$ cat src/rtl/fifo_chk_pkg.sv
// fifo_chk_pkg: shared types for the FIFO read-side checker.
// Holds the FSM state encoding and counter widths.
package fifo_chk_pkg;

  typedef enum logic [1:0] {
    ST_IDLE   = 2'd0,
    ST_FILL   = 2'd1,
    ST_STREAM = 2'd2
  } state_e;

  localparam int unsigned ERR_CNT_W  = 16;
  localparam int unsigned BEAT_CNT_W = 32;

endpackage

$ cat src/rtl/fifo_chk_exp_gen.sv
// fifo_chk_exp_gen: expected packed counter word generator.
// Ports: clk_i/rst_i, adv_i (valid beat), lane_i (oldest lane of the
// beat, used for lock-on-first), exp_o (expected word), lock_o (the
// current beat is the lock beat and must not be checked).
module fifo_chk_exp_gen
  import fifo_chk_pkg::*;
#(
  parameter int unsigned          WR_WIDTH      = 16,
  parameter int unsigned          RATIO         = 2,
  parameter logic [WR_WIDTH-1:0]  SEED          = WR_WIDTH'(1),
  parameter bit                   LOCK_ON_FIRST = 1'b0
) (
  input  logic                        clk_i,
  input  logic                        rst_i,
  input  logic                        adv_i,
  input  logic [WR_WIDTH-1:0]         lane_i,
  output logic [WR_WIDTH*RATIO-1:0]   exp_o,
  output logic                        lock_o
);

  localparam int unsigned RD_W = WR_WIDTH * RATIO;
  localparam logic [WR_WIDTH-1:0] STEP = WR_WIDTH'(RATIO);

  logic [WR_WIDTH-1:0] e_q, e_d;
  logic                arm_q, arm_d;

  // Oldest sample sits in the MS lane.
  for (genvar g = 0; g < RATIO; g++) begin : g_lane
    assign exp_o[RD_W-1-g*WR_WIDTH -: WR_WIDTH] = e_q + WR_WIDTH'(g);
  end

  assign lock_o = arm_q;

  always_comb begin
    e_d   = e_q;
    arm_d = arm_q;
    if (adv_i) begin
      arm_d = 1'b0;
      e_d   = (arm_q ? lane_i : e_q) + STEP;
    end
  end

  always_ff @(posedge clk_i) begin
    if (rst_i) begin
      e_q   <= SEED;
      arm_q <= LOCK_ON_FIRST;
    end else begin
      e_q   <= e_d;
      arm_q <= arm_d;
    end
  end

endmodule

$ cat config.mk
export PLATFORM = sky130hd
export DESIGN_NAME = fifo_chk_exp_gen
export DESIGN_NICKNAME = d
export VERILOG_FILES = /design/src/rtl/fifo_chk_pkg.sv /design/src/rtl/fifo_chk_exp_gen.sv
export SDC_FILE = /design/constraint.sdc
export NUM_CORES = 1
export LEC_CHECK = 0
export BUFFER_PORTS_ARGS = -buffer_cell sky130_fd_sc_hd__buf_2
export CAP_MARGIN = 20
export CORE_UTILIZATION = 35
export CTS_BUF_LIST = sky130_fd_sc_hd__clkbuf_8 sky130_fd_sc_hd__clkbuf_16
export CTS_CLUSTER_DIAMETER = 150
export DETAILED_ROUTE_END_ITERATION = 6
export GPL_TIMING_DRIVEN = 0
export SLEW_MARGIN = 20
export SYNTH_ARGS = -nofsm -noshare
export SYNTH_HDL_FRONTEND = slang
export SYNTH_SLANG_ARGS = --single-unit
$ cat constraint.sdc
create_clock -name clk_i -period 2.05 [get_ports clk_i]
set_input_delay 0.41 -clock clk_i [delete_from_list [all_inputs] [get_ports clk_i]]
set_output_delay 0.41 -clock clk_i [all_outputs]
set_load 0.03 [all_outputs]
==> results_dict.tcl, run 1 <==
set metrics [dict create \
    port_buffers 30 \
    grt_max_degree 11 \
    ys_seq_area_frac 0.304 \
    cp_slowest_stage_delay_ns 0.38 \
    max_freq_ghz 0.505 \
    cts_buffers 3 \
    multi_input_area_sq_um 714 \
    layout-drive-gt1-share 0.477 \
    fin_crit_ns 1.98 \
    synth_area_sq_um 988 \
    grt_pass1_wl_mm 3.59 \
    dp_hpwl_mm 1.61 \
    fp.dieH_microns 55.1 \
    cap_violations 0 \
    cp.arrival_ns 1.57 \
    ys_types 28 \
    cpMaxStageDelayCell "dfxtp_4" \
    yosys.area.top_type_share 0.304 \
    root_buffer "clkbuf_8" \
    die_w_microns 55.1 \
    cts_tree "built" \
    io_pins 52 \
    fillCellCount 258 \
    path_buf_inv 1 \
    setup_viol 0 \
    rows 18 \
    grt_pass1_vias 818 \
    gp_congestion 0.748 \
    core-area_sq_um 2570 \
    ant_nets 0 \
    hold_class "reg -> reg" \
    ys_ff_latch 15 \
    cp_max_fo 5 \
    required_ns 1.64 \
    grt_usage 0.164 \
    ys_warn_count 0 \
    initial_utilization 0.385 \
    fin_nets 176 \
    final_cells 185 \
    synth_ff_type "dfxtp_1" \
    vias 975 \
    whs_ns 0.523 \
    syn_avg_cell_area_sq_um 8.31 \
    num_antenna_cells 0 \
    startpoint_type "flop" \
    largest_reg_flops 15 \
    drc_errors 0 \
    clkLatencyLatePin_ns 0.25 \
    dieArea_sq_um 3040 \
    hold_viol 0 \
    grt_antenna_before_repair 0 \
    cts_hold_buf 0 \
    syn_inst 119 \
    rsz0062_at_grt "true" \
    area_delta_synth_final_pct 40.6 \
    finalPower_uw 638 \
    leakage_nw 0.675 \
    endpoint_kind "primary output" \
    outcome "completed" \
    powerDensity_nw_per_um2 459 \
    grt_overflow_total 0 \
    crit_type "reg -> out" \
    cts_num_sinks 15 \
    fin_skew_ns 0.00316 \
    dp_cells 180 \
    dr.first_iter.drc_count 18 \
    path_cells "ha_4 -> nand3_4 -> nor4_4 -> xor2_1 -> buf_4" \
    fin_crit_sh 0.966 \
    synth-edff-count 0 \
    reg.largest.list "e_q (15)" \
    yosys-top-cells-area "dfxtp_1 (30%), xor2_1 (12%), nor2_1 (4.6%)" \
    avgViaCountPerCell 5.27 \
    detail_route.wl_per_cell_microns 13.2 \
    wirelength_mm 2.45 \
    path_clk_slew_ns 0.07 \
    top_register "e_q" \
    first_pass_iters 4 \
    synth.largest_area_cell "dfxtp_1" \
    clock_path_buffers 2 \
    drv_slew 0 \
    final-seq-area_sq_um 323 \
    ys_async_sr_fraction 0 \
    ir_worst_vdd_v 0.000273 \
    crit_family "simple AND/OR/NAND/NOR gates" \
    htree_levels 1 \
]
[where the power goes]
| part | leakage (nW) | switching [mW] | internal [mW] |
|---|---|---|---|
| clock | 0.0255 | 0.113 | 0.135 |
| combinational | 0.521 | 0.0561 | 0.0316 |
| sequential | 0.128 | 0.00780 | 0.295 |
| total | 0.675 | 0.177 | 0.461 |
[logic make-up after synthesis]
group                    Yosys count  share of synthesized area
AO/OA/AOI/OAI                     12                     0.0683
XOR/XNOR                          17                      0.151
adder cells (fa/ha/maj)            1                     0.0127
buffers and inverters             15                     0.0975
flip-flops                        15                      0.304
multiplexers                       5                     0.0557
other                              2                    0.00760
AND/OR/NAND/NOR                   52                      0.304
[what timing repair did]
action,in CTS,in global routing
setup buffers,0,4
cloned,0,1
endpoints found under the setup margin,5,8
gates resized for setup,9,17
pin swaps,1,6
[layout by cell type, fill, tap and decap left out, types with 4 or more instances in the layout]
master,count
dfxtp_2,9
nand4_1,5
xnor2_1,4
nor2b_1,4
nor3_2,4
nand2_1,5
xor2_1,13
nor2_1,12
buf_2,26
buf_4,10
a21oi_1,6
[path summary, 6_finish.rpt]
check	startpoint	end	slack [ns]	cells after the start
hold / removal	e_q[12]$_SDFFE_PP0P_	e_q[12]$_SDFFE_PP0P_	0.52	2
hold reg to reg	e_q[12]$_SDFFE_PP0P_	e_q[12]$_SDFFE_PP0P_	0.52	2
setup / recovery	e_q[2]$_SDFFE_PP0P_	exp_o[15]	0.07	5
setup reg to reg	e_q[3]$_SDFFE_PP0P_	e_q[14]$_SDFFE_PP0P_	0.53	5
[synthesized netlist by cell type (4+ instances only)]
cell type   n
nor3_1      4
nor2b_1     4
dfxtp_1    15
xor2_1     13
nand3_1     6
nor2_1     12
nand4_1     5
nor4_1      5
a21oi_1     6
nand2_1     5
xnor2_1     4
buf_2       5
[metrics by stage]
step	setup TNS (ns)	worst slack [ns]	area, sq um	utilization
floorplan	0	0.00649	1010	-
global placement	0	0.100	1200	0.467
detailed placement	0	0.134	1200	0.467
CTS	0	0.0180	1300	0.507
global route	-0.00602	-0.00387	1390	0.541
finish	0	0.0695	1390	0.541
[tightest hold or removal path, cell delays in order, from the launching register on]
cell	delay (ns)
dfxtp_2	0.36
o31ai_1	0.07
a21oi_1	0.06
[area by class of cell]
type                       count  area share
buffer                         9      0.0495
clock buffer                   3      0.0297
clock inverter                 1     0.00360
inverter                       2     0.00540
multi-input combinational     91       0.514
sequential                    15       0.232
tap                           30      0.0270
timing repair buffer          34       0.139
[metal layers]
metal / vias up / wire, microns / global-route usage / part of all wire
met2: 35 / 1220 / 0.263 / 0.50
met3: 2 / 148 / 0.0246 / 0.060
met1: 452 / 1080 / 0.219 / 0.44
met5: - / 0 / 0 / 0
li1: 486 / - / - / -
met4: 0 / 8 / 0.0625 / 0.0033
Power figures use the tool's default switching activity.
==> inputs of run 2 (changes only) <==
--- a/config.mk
+++ b/config.mk
@@ -8,4 +8,5 @@
 export BUFFER_PORTS_ARGS = -buffer_cell sky130_fd_sc_hd__buf_2
 export CAP_MARGIN = 20
+export CORE_MARGIN = 4
 export CORE_UTILIZATION = 35
 export CTS_BUF_LIST = sky130_fd_sc_hd__clkbuf_8 sky130_fd_sc_hd__clkbuf_16
==> constraint.sdc (replaced) <==
create_clock -name clk_i -period 2.05 [get_ports clk_i]
set_input_delay 0.3075 -clock clk_i [delete_from_list [all_inputs] [get_ports clk_i]]
set_output_delay 0.3075 -clock clk_i [all_outputs]
set_load 0.03 [all_outputs]
==> results_dict.tcl, run 2 (synthesis results as in run 1) <==
set metrics [dict create \
    die_w_microns 61.1 \
    rsz0062_at_grt "false" \
    hold_viol 0 \
    rows 19 \
    vias 949 \
    cts_tree "built" \
    outcome "completed" \
    num_antenna_cells 0 \
    ant_nets 0 \
    port_buffers 30 \
    required_ns 1.74 \
    fp.dieH_microns 61.1 \
    io_pins 52 \
    avgViaCountPerCell 4.99 \
    cts_buffers 3 \
    root_buffer "clkbuf_8" \
    dr.first_iter.drc_count 14 \
    top_register "e_q" \
    grt_usage 0.127 \
    grt_pass1_vias 804 \
    endpoint_kind "primary output" \
    grt_pass1_wl_mm 3.61 \
    fin_crit_ns 1.96 \
    path_cells "buf_6 -> nand4_2 -> buf_6 -> nor4_4 -> xor2_1 -> buf_4" \
    crit_type "reg -> out" \
    cts_hold_buf 0 \
    ir_worst_vdd_v 0.000288 \
    initial_utilization 0.362 \
    grt_max_degree 11 \
    first_pass_iters 4 \
    path_buf_inv 3 \
    dieArea_sq_um 3740 \
    fin_skew_ns 0.00257 \
    wirelength_mm 2.29 \
    whs_ns 0.441 \
    hold_class "in -> reg" \
    gp_congestion 0.735 \
    drv_slew 0 \
    detail_route.wl_per_cell_microns 12.0 \
    max_freq_ghz 0.510 \
    cp_max_fo 10 \
    grt_overflow_total 0 \
    startpoint_type "flop" \
    cap_violations 0 \
    htree_levels 1 \
    cp_slowest_stage_delay_ns 0.34 \
    crit_family "buffers and inverters" \
    finalPower_uw 621 \
    dp_cells 181 \
    fin_nets 180 \
    setup_viol 0 \
    clock_path_buffers 2 \
    final_cells 190 \
    reg.largest.list "e_q (15)" \
    final_cell_mix "buf_2 (31), xor2_1 (13), nor2_1 (12), dfxtp_1 (12), buf_4 (10)" \
    cpMaxStageDelayCell "dfxtp_1" \
    drc_errors 0 \
    fin_crit_sh 0.956 \
    cts_num_sinks 15 \
    grt_antenna_before_repair 0 \
    layout-drive-gt1-share 0.415 \
    cp.arrival_ns 1.65 \
    powerDensity_nw_per_um2 459 \
    dp_hpwl_mm 1.63 \
    path_clk_slew_ns 0.06 \
    final_common_cell "buf_2" \
    path_common_cell "buf_6" \
    leakage_nw 0.683 \
    area_delta_synth_final_pct 37.1 \
    fillCellCount 280 \
    largest_reg_flops 15 \
    clkLatencyLatePin_ns 0.25 \
    core-area_sq_um 2730 \
]
run 2: cell count changes in the layout (fill, tap and decap cells not counted), moves of 2 or more:
cell	previous run	this run
dfxtp_2	9	2
buf_2	26	31
nand3_1	3	5
dfxtp_1	3	12
dfxtp_4	3	1
nand3_4	3	1
run 2: timing repair:
action,in CTS,in global routing
buffers inserted,0,5
pin swaps,0,2
endpoints found under the setup margin,3,7
resized for setup,6,13
run 2: final timing paths:
kind	slack, ns	cells past startpoint	start	endpoint
max	0.09	6	e_q[4]$_SDFFE_PP0P_	exp_o[14]
min	0.44	2	rst_i	e_q[7]$_SDFFE_PP0P_
max reg2reg	0.50	4	e_q[2]$_SDFFE_PP0P_	e_q[13]$_SDFFE_PP0P_
min reg2reg	0.56	2	e_q[8]$_SDFFE_PP0P_	e_q[8]$_SDFFE_PP0P_
run 2: area by class of cell:
cell class	count	area [sq um]	area share
clock inverters	1	3.75	0.00277
clock buffers	3	41.3	0.0305
inverters	2	7.51	0.00554
multi-input cells	90	671	0.495
flip-flops and latches	15	307	0.226
plain buffers	13	91.3	0.0674
well taps	31	38.8	0.0286
repair buffers	35	195	0.144
run 2: per-stage QoR:
step                      utilization  setup WS, ns  instance area [sq um]  setup TNS [ns]
after floorplan                     -        0.0142                    995               0
after global placement          0.433         0.176                   1180               0
after detailed placement        0.433         0.173                   1180               0
after CTS                       0.459       -0.0252                   1260         -0.0521
after global routing            0.496       0.00199                   1360               0
final                           0.496        0.0906                   1360               0
run 2: where the power goes:
part,leakage (nW),total (mW),switching [mW],internal [mW]
Sequential,0.123,0.307,0.0101,0.297
Clock,0.0269,0.237,0.105,0.133
Combinational,0.533,0.0777,0.0516,0.0261
run 2: worst reg2reg max path, cell delays in order, from the launching register on:
cell	delay, ns
dfxtp_2	0.41
ha_4	0.20
nand4_4	0.18
nor4_1	0.31
mux2_1	0.35
run 2: routing by layer:
layer	vias to the layer above	GRT usage	share of wire
met1	436	0.170	0.49
met3	2	0.0294	0.054
met4	0	0.0464	0.0061
met5	-	0	0
met2	23	0.199	0.45
li1	488	-	-
==> inputs of run 3 (changes only) <==
ABC_AREA = 1   (was not set)
==> results_dict.tcl, run 3 <==
set metrics [dict create \
    ys_warn_count 0 \
    min-delay-start "rst_i" \
    reg.largest.list "e_q (15)" \
    setup_viol 0 \
    dp_cells 218 \
    top_register "e_q" \
    initial_utilization 0.381 \
    netlist_top_cells_count "nand2_1 (38), inv_1 (32), dfxtp_1 (15), nor2_1 (13), nand3_1 (12)" \
    drv_slew 0 \
    drc_errors 0 \
    final_common_cell "nand2_1" \
    area_delta_synth_final_pct 26.4 \
    power_switching_uw 296 \
    dieArea_sq_um 3700 \
    num_antenna_cells 0 \
    io_pins 52 \
    synth_ff_type "dfxtp_1" \
    post_cts_buffers 0 \
    startpoint_type "flop" \
    htree_levels 1 \
    clkLatencyLatePin_ns 0.25 \
    cpMaxStageDelayCell "dfxtp_1" \
    fin_crit_ns 1.93 \
    cts_buffers 3 \
    fillCellCount 298 \
    crit_type "reg -> out" \
    synth-edff-count 0 \
    timing.rr.start "e_q[1]$_SDFFE_PP0P_" \
    postLayoutCellArea_sq_um 1230 \
    hold_viol 0 \
    core-area_sq_um 2570 \
    clock_path_buffers 2 \
    r2r_slack_ns 0.66 \
    synth.most_common_cell "nand2_1" \
    max_freq_ghz 0.519 \
    pre_cts_ws_ns 0.314 \
    r2r_end "e_q[9]$_SDFFE_PP0P_" \
    hold_class "in -> reg" \
    path_common_cell "nand2_1" \
    yosys.area.top_type_share 0.307 \
    fin_skew_ns 0.00245 \
    dpl_cell_area_sq_um 1170 \
    cp_slowest_stage_delay_ns 0.37 \
    layout-drive-gt1-share 0.250 \
    fp.dieH_microns 60.8 \
    path_cells "ha_2 -> nand2_1 -> nor2_4 -> nand2_1 -> xor2_2 -> inv_1 -> buf_2" \
    wirelength_mm 2.47 \
    rows 18 \
    synth.largest_area_cell "dfxtp_1" \
    ant_nets 0 \
    cts_tree "built" \
    ys_ff_latch 15 \
    dr.first_iter.drc_count 29 \
    ys_async_sr_fraction 0 \
    avgViaCountPerCell 4.68 \
    ir_worst_vdd_v 0.000385 \
    worstRegToRegCells 8 \
    grt_pass1_wl_mm 3.98 \
    dp_hpwl_mm 1.91 \
    fin_util 0.481 \
    ys_seq_area_frac 0.307 \
    synth_area_sq_um 977 \
    vias 1039 \
    ys_types 15 \
    final_cell_mix "nand2_1 (38), inv_1 (33), buf_2 (31), dfxtp_1 (14), nor2_1 (13)" \
    p_seq_frac 0.416 \
    hold_depth 4 \
    fin_crit_sh 0.940 \
    cap_violations 0 \
    first_pass_iters 4 \
    cts_num_sinks 15 \
    grt_max_degree 11 \
    cp.arrival_ns 1.62 \
    root_buffer "clkbuf_8" \
    leakage_nw 0.730 \
    syn_inst 156 \
    grt_usage 0.142 \
    finalPower_uw 809 \
    crit_family "flip-flops" \
    fin_nets 213 \
    required_ns 1.74 \
    detail_route.wl_per_cell_microns 11.1 \
    path_buf_inv 2 \
    powerDensity_nw_per_um2 655 \
    outcome "completed" \
    p_int_uw 512 \
    port_buffers 31 \
    die_w_microns 60.8 \
    largest_reg_flops 15 \
    grt_pass1_vias 978 \
    comb_power_share 0.284 \
    cp_max_fo 5 \
    syn_avg_cell_area_sq_um 6.26 \
    path_clk_slew_ns 0.06 \
    endpoint_kind "primary output" \
    min_to "e_q[4]$_SDFFE_PP0P_" \
    gp_congestion 0.802 \
    clkPwrFrac 0.301 \
    setup_ws_ns 0.123 \
    power.share.switching 0.367 \
    yosys-top-cells-area "dfxtp_1 (31%), nand2_1 (15%), inv_1 (12%)" \
    grt_overflow_total 0 \
    final_cells 222 \
    grt_antenna_before_repair 0 \
]
==> run 3: per-layer routing <==
metal,track usage,share of wire
met5,0,0
met4,0.0433,0.0077
met1,0.170,0.45
met2,0.246,0.48
met3,0.0426,0.068
==> run 3: power by group through the flow <==
stage | Combinational (mW) | Sequential, mW | Clock [mW]
6_report | 0.229 | 0.336 | 0.243
5_1_grt | 0.252 | 0.340 | 0.264
4_1_cts | 0.230 | 0.335 | 0.253
3_5_place_dp | 0.230 | 0.342 | 0
3_3_place_gp | 0.227 | 0.341 | 0
2_1_floorplan | 0.135 | 0.377 | 0
==> run 3: through the flow <==
step                      hold WS, ns  TNS (ns)
final                           0.331         0
after global routing            0.388  -0.00405
after CTS                       0.326         0
after detailed placement        0.565         0
after global placement          0.549         0
after floorplan                 0.464         0
==> run 3: cell families (layout without fill, tap and decap cells) <==
kind of cell / Yosys count / after routing / share of synthesized area
AOI/OAI and AO/OA: 18 / 18 / 0.0922
xor gates and xnor gates: 7 / 7 / 0.0627
adders and majority gates: 1 / 1 / 0.0128
buffers and inverters: 39 / 74 / 0.190
DFF: 15 / 15 / 0.307
other: 2 / 3 / 0.00769
and+or+nand+nor: 74 / 74 / 0.328
==> run 3: how the worst max path moves through the flow <==
stage,from,endpoint,slack [ns],depth (start not counted)
finish,e_q[1]$_SDFFE_PP0P_,exp_o[9],0.12,7
global route,e_q[1]$_SDFFE_PP0P_,exp_o[9],-0.004,7
detailed placement,e_q[2]$_SDFFE_PP0P_,exp_o[9],0.31,7
global placement,e_q[2]$_SDFFE_PP0P_,exp_o[9],0.36,7
floorplan,e_q[2]$_SDFFE_PP0P_,exp_o[9],0.26,6
CTS,e_q[2]$_SDFFE_PP0P_,exp_o[9],0.02,7
==> run 3: worst register-to-register path, stage by stage (launching register included) <==
cell and delay, ns:
dfxtp_1 0.37, ha_2 0.22, nand2_1 0.10, nor2_4 0.15, nand2_1 0.11, xor2_2 0.17, nand2_1 0.07, nand2_1 0.06
inv_1 0.04
==> run 3: layout make-up <==
cell class	count	area, sq um	area share
inverter	32	120	0.0973
sequential	15	302	0.244
buffer	7	65.1	0.0527
multi-input combinational	103	510	0.413
timing repair buffer	31	155	0.126
tap	30	37.5	0.0304
clock inverter	1	3.75	0.00304
clock buffer	3	41.3	0.0334
==> run 3: timing repair <==
item,CTS,global route
endpoints found under the setup margin,0,4
hold buffers,0,0
endpoints found under the hold margin,0,0
gates resized for setup,0,4
